===== src/rtl/return_addr_stack.sv =====
// rtl/return_addr_stack.sv - circular return-address stack with pending-return misprediction check
// Optional RAS_STATS_EN adds hit_cnt/miss_cnt resolve statistics.
module return_addr_stack #(
   parameter int DEPTH = 8
) (
   input  logic                     CLK,
   input  logic                     nRST,
   input  logic                     push,
   input  logic [31:0]              push_addr,
   input  logic                     pop,
   output logic [31:0]              pred_addr,
   output logic                     pred_valid,
   input  logic                     resolve,
   input  logic [31:0]              resolve_addr,
   output logic                     mispredict,
   input  logic                     flush,
`ifdef RAS_STATS_EN
   output logic [31:0]              hit_cnt,
   output logic [31:0]              miss_cnt,
`endif
   output logic [$clog2(DEPTH):0]   count
);

   localparam int AW = $clog2(DEPTH);

   typedef enum logic {IDLE, PENDING} pend_state_t;

   logic [31:0]   mem [DEPTH];
   logic [AW-1:0] tos;
   logic [AW-1:0] tos_inc;
   logic [AW-1:0] tos_dec;
   logic [AW:0]   cnt_r;
   logic          empty;
   logic          full;
   logic          replace_top;
   pend_state_t   state;
   logic [31:0]   pend_addr;
   logic          pend_valid;
   logic          resolve_act;
   logic          miss_now;

   assign tos_inc     = tos + AW'(1);
   assign tos_dec     = tos - AW'(1);
   assign empty       = (cnt_r == '0);
   assign full        = (cnt_r == (AW+1)'(DEPTH));
   // push+pop on a non-empty stack swaps the top in place
   assign replace_top = push && pop && !empty;

   assign pred_addr   = {mem[tos][31:1], 1'b0};
   assign pred_valid  = !empty;
   assign count       = cnt_r;

   // flush cancels the outstanding record even when resolve arrives with it
   assign resolve_act = resolve && (state == PENDING) && !flush;
   assign miss_now    = !pend_valid || (resolve_addr != pend_addr);

   always_ff @(posedge CLK) begin
      if (nRST && push) begin
         if (replace_top)
            mem[tos] <= push_addr;
         else
            mem[tos_inc] <= push_addr;
      end
   end

   always_ff @(posedge CLK) begin
      if (!nRST) begin
         tos        <= '0;
         cnt_r      <= '0;
         state      <= IDLE;
         pend_addr  <= '0;
         pend_valid <= 1'b0;
         mispredict <= 1'b0;
`ifdef RAS_STATS_EN
         hit_cnt    <= '0;
         miss_cnt   <= '0;
`endif
      end else begin
         if (push && !replace_top) begin
            tos <= tos_inc;
            if (!full)
               cnt_r <= cnt_r + (AW+1)'(1);
         end else if (pop && !push && !empty) begin
            tos   <= tos_dec;
            cnt_r <= cnt_r - (AW+1)'(1);
         end

         mispredict <= resolve_act && miss_now;

`ifdef RAS_STATS_EN
         if (resolve_act) begin
            if (miss_now)
               miss_cnt <= miss_cnt + 32'd1;
            else
               hit_cnt  <= hit_cnt + 32'd1;
         end
`endif

         // the old record is judged above before a new pop replaces it
         if (pop) begin
            state      <= PENDING;
            pend_addr  <= pred_addr;
            pend_valid <= pred_valid;
         end else if (flush || resolve) begin
            state <= IDLE;
         end
      end
   end

endmodule


===== config.mk =====
export PLATFORM = sky130hd
export DESIGN_NAME = return_addr_stack
export DESIGN_NICKNAME = d
export VERILOG_FILES = /design/src/rtl/return_addr_stack.sv
export SDC_FILE = /design/constraint.sdc
export NUM_CORES = 1
export LEC_CHECK = 0
export CORE_MARGIN = 8
export CORE_UTILIZATION = 30
export DETAILED_ROUTE_END_ITERATION = 10
export PLACE_DENSITY = 0.56
export REMOVE_ABC_BUFFERS = 1
export SLEW_MARGIN = 25
export SYNTH_ARGS = -nofsm -noshare
export SYNTH_HDL_FRONTEND = slang
export SYNTH_SLANG_ARGS = --single-unit

===== constraint.sdc =====
create_clock -name CLK -period 8 [get_ports CLK]
set_input_delay 1.2 -clock CLK [delete_from_list [all_inputs] [get_ports CLK]]
set_output_delay 1.2 -clock CLK [all_outputs]
set_load 0.02 [all_outputs]

Word level (Yosys, flattened, before mapping)
Memories as Yosys holds them, arrays and structs flattened. A register that Yosys moved wholly into a read port is not among the register bits.
Cells that the tools add are included.
{ "classes": {"n_mux": 18, "n_eq_ne": 3, "add_sub_neg": 4, "reduce_logical": 21} }
{ "ops": {"columns": ["operator", "count"], "rows": [
  ["32-bit two-way mux", 1],
  ["32-bit inequality test", 1],
  ["32-bit OR reduction", 1],
  ["3-bit two-way mux", 5],
  ["4-bit two-way mux", 3],
  ["1-bit logical AND", 9],
  ["1-bit two-way mux", 9],
  ["1-bit zero test", 5],
  ["4-bit by 1-bit adder with 4-bit output (second input constant)", 1],
  ["4-bit equality test (second input constant)", 1],
  ["4-bit zero test", 1],
  ["2-bit nonzero test", 2],
  ["4-bit by 1-bit subtractor with 4-bit output (second input constant)", 1],
  ["3-bit by 1-bit adder with 3-bit output (second input constant)", 1],
  ["3-bit by 1-bit subtractor with 3-bit output (second input constant)", 1],
  ["1-bit logical OR", 2],
  ["2-bit inequality test (second input constant)", 1],
  ["2-bit AND reduction", 1]
]} }
{ "totals": {"n_memories": 1, "mem_bits_rw": 256, "wordCells": 53, "register_bits": 41, "output_inout_bits": 38} }
{ "mem_list": {"columns": ["name", "depth", "word_bits", "read_ports", "rd_clocked_by_memory_dff", "write_ports", "line_no", "source"], "rows": [
  ["mem", 8, 32, 1, 1, 1, "28", "logic [31:0] mem [DEPTH];"]
]} }

Depth between registers and ports, before layout
{ "depth": {"word_depth": 8, "ltp_mapped": 10} }

Least setup slack after synthesis
Ideal clock, no wire load.
{ "synth_path": {"path_kind": "input to register", "from": "in nRST", "to": "mem mem[4][10], enable pin", "stages": 5, "path_slack_ps": 4037, "arrival_time_ps": 3534, "required_time_ps": 7571, "setup_ps": 429, "path_cell_list": "clkbuf_1 nand2_1 nor4b_4 o21ai_1 a21oi_1"} }
{ "synth_between": {"elab_chain_cells": 5, "elab_cells_between_ends": 8, "cone_classes": "mux (6); reduce/logical (2)"} }
{ "synth_rtl": {"columns": ["item", "line_no", "source"], "rows": [
  ["from (decl)", "7", "input logic nRST,"],
  ["1-bit logical AND (*)", "58", "if (nRST && push) begin"],
  ["1-bit two-way mux", "58", null],
  ["1-bit two-way mux (not written as such)", "62", "mem[tos_inc] <= push_addr;"],
  ["32-bit OR reduction (no source line)", null, null],
  ["3-bit two-way mux (no source line) / 1-bit two-way mux (equally long branches)", null, null],
  ["to (decl)", "28", null]
]} }
Mark *: on every way between the ends. The rest lies on a longest branch, timed or not.

==> run_results.csv <==
group,metric,value,unit
critical_path,crit_family,"buffers and inverters",
logic_synthesis,synth_area_per_cell,19.2,µm²
timing,finalHoldViolations,0,
critical_path,required,6.80,ns
timing,rsz0062_at_grt,"false",
detailed_routing,drtIter0Drc,329,
detailed_routing,drc_errors,0,
layout,layout.cells.non_filler,1270,
timing,tightestPinTransition,0.991,ns
cts,cts_setup_buffers,0,
layout,final_util,0.374,
pwr,power,4.88,mW
place,dp.cells,1213,
layout,diodes,0,
layout,drive_gt1_frac,0.230,
critical_path,cp-start-kind,"flop",
cts,cts-root-buf,"clkbuf_16",
global_route,antenna_found_initial,0,
layout,final_design_area_no_fill,14400,µm²
place,dpl.hpwl,14700,µm
detailed_routing,routedWlPerCell,20.9,µm
die,die-area,45200,µm²
critical_path,cp.arrival,3.50,ns
critical_path,cp_slowest_cell,"buf_4",
global_route,grt-ovfl-total,0,
timing,period_minus_slack,4.70,ns
global_route,first_global_vias,6226,
place,place_congestion,0.717,
detailed_routing,vias,5858,
pwr,ir_drop,0.191,mV
critical_path,path_class,"flop to primary output",
logic_synthesis,yosysWarnings,0,
timing,setup_viol,0,
hold_path,hold_class,"flop to flop",
layout,area_delta_synth_final,23.9,%
critical_path,cp_cell_sequence,"buf_4 > mux4_2 > mux2_2 > clkdlybuf4s50_1",
critical_path,path_buf_inv,2,
pwr,pwr_density_cell,340,nW/µm²
timing,finalClockSkew,0.0118,ns
timing,slew_headroom,0.339,
critical_path,critPathCaptureType,"primary output",
cts,cts_hold_buf,0,
logic_synthesis,yosys.area.top_type_share,0.642,
global_route,grt_max_degree,63,
die,die_y,213,µm
place,portBuffers,105,
logic_synthesis,postSynth.asyncResetShare,0,
logic_synthesis,synth_edf_count,248,
die,die_w,213,µm
logic_synthesis,yosysMostFrequentCell,"edfxtp_1",
global_route,gr-usage-all-layers,0.117,
cts,cts.sinks,292,
logic_synthesis,synth.distinct_cells,47,
detailed_routing,firstDrtPassIters,4,
detailed_routing,vias_per_cell,4.61,
pwr,p_leak,4.56,nW
die,row_count,72,
place,dpl_cell_area,13300,µm²
critical_path,max_stage_delay,0.75,ns
detailed_routing,ant_nets,0,
logic_synthesis,netlist_instances,605,
timing,hold_ws,0.466,ns
timing,fin_ws,3.30,ns
cts,cts_tree,"yes",
timing,period_share,0.587,
run_status,outcome,"finished clean",
logic_synthesis,synth-seq-area-share,0.718,
cts,clkTransAtPathRegs,0.06,ns
logic_synthesis,synthTopCellsByArea,"edfxtp_1 64%, mux4_2 12%, dfxtp_1 7.6%",
logic_synthesis,yosys_register_bits,292,
place,dp_slack,3.61,ns
logic_synthesis,synth_top_area_cell,"edfxtp_1",
cts,h-tree-depth,1,
logic_synthesis,synth_ff_type,"edfxtp_1",
logic_synthesis,synth_area,11600,µm²
logic_synthesis,synth_top_cells_by_count,"248 x edfxtp_1, 62 x mux4_2, 44 x dfxtp_1, 36 x nor2_1, 34 x mux2i_1",
die,core,38400,µm²
layout,fin_nets,802,
timing,max_freq,213,MHz
run,cap_viol_max_count,0,
global_route,grt_pass1_wl,39400,µm
critical_path,critPathMaxFanout,39,
cts,cts_made_buffers,31,
detailed_routing,drt-total-wl,26600,µm
cts,ctsLongestPathBuffers,3,
cts,clk-insertion-delay-late,0.55,ns
die,start_util,0.302,
cts,post_cts_resized,0,
timing,drv_slew,0,
timing,tns,0,ns
die,io_pins,108,
==> registers in the layout, summed over array words and instances (netlist names), named ones only <==
register,flops
mem,248
pend_addr,31
count,4
tos,3
mispredict,1
pend_valid,1
state,1
==> path summary, 6_finish.rpt <==
check / slack [ns] / start / end / cells past startpoint
worst min register to register: 0.47 / pend_valid / pend_valid / 2
worst min-delay path: 0.47 / pend_valid / pend_valid / 2
worst max register to register: 4.93 / count[0] / mem[0][15] / 5
worst max-delay path: 3.30 / flop / pred_addr[25] / 4
==> tightest hold or removal path: stages (launching register included) <==
cell	delay, ns
dfxtp_1	0.30
nand2b_1	0.06
a21oi_1	0.05
==> placed cells by master (no fill, tap or decap), drive strengths merged, types with 3 or more instances in the layout <==
master	n
edfxtp	248
buf	16
nor2	36
nor4	3
mux2i	34
clkdlybuf4s50	104
o21ai	4
xnor2	33
nand4b	3
nand3	3
mux2	31
mux4	62
a21oi	16
inv	4
clkinv	8
clkbuf	45
nand4	9
ha	4
nand2	9
bufinv	3
dfxtp	44
nand2b	5
==> metal layers <==
layer / vias up / share of wire / global-route usage
met3: 35 / 0.060 / 0.0242
met5: - / 0 / 0
met4: 0 / 0.017 / 0.0248
li1: 2661 / - / -
met1: 3013 / 0.45 / 0.157
met2: 149 / 0.47 / 0.193
==> area by class of cell <==
cell class,instances,area (µm²)
fill,3609,24000
timing repair buffer,120,1160
clock buffer,45,898
clock inverter,12,149
multi-input combinational,279,3160
tap,518,648
inverter,4,15.0
sequential,292,8330
==> power by group <==
group | leakage [nW] | total, mW | switching (mW) | internal [mW]
clock | 0.512 | 1.44 | 0.570 | 0.874
combinational | 1.44 | 1.50 | 0.752 | 0.744
sequential | 2.60 | 1.94 | 0.110 | 1.83
==> kinds of logic (layout without fill, tap and decap cells) <==
logic type | count (synthesis) | in the layout | synth area share
flops | 292 | 292 | 0.718
mux | 127 | 127 | 0.180
simple gates | 81 | 81 | 0.0370
xor+xnor | 34 | 34 | 0.0257
buf+inv | 34 | 181 | 0.0167
compound gates | 32 | 32 | 0.0176
fa+ha+maj | 4 | 4 | 0.00432
other cells | 1 | 1 | 0.000323
Note: power is estimated with default switching activity, not from simulation.
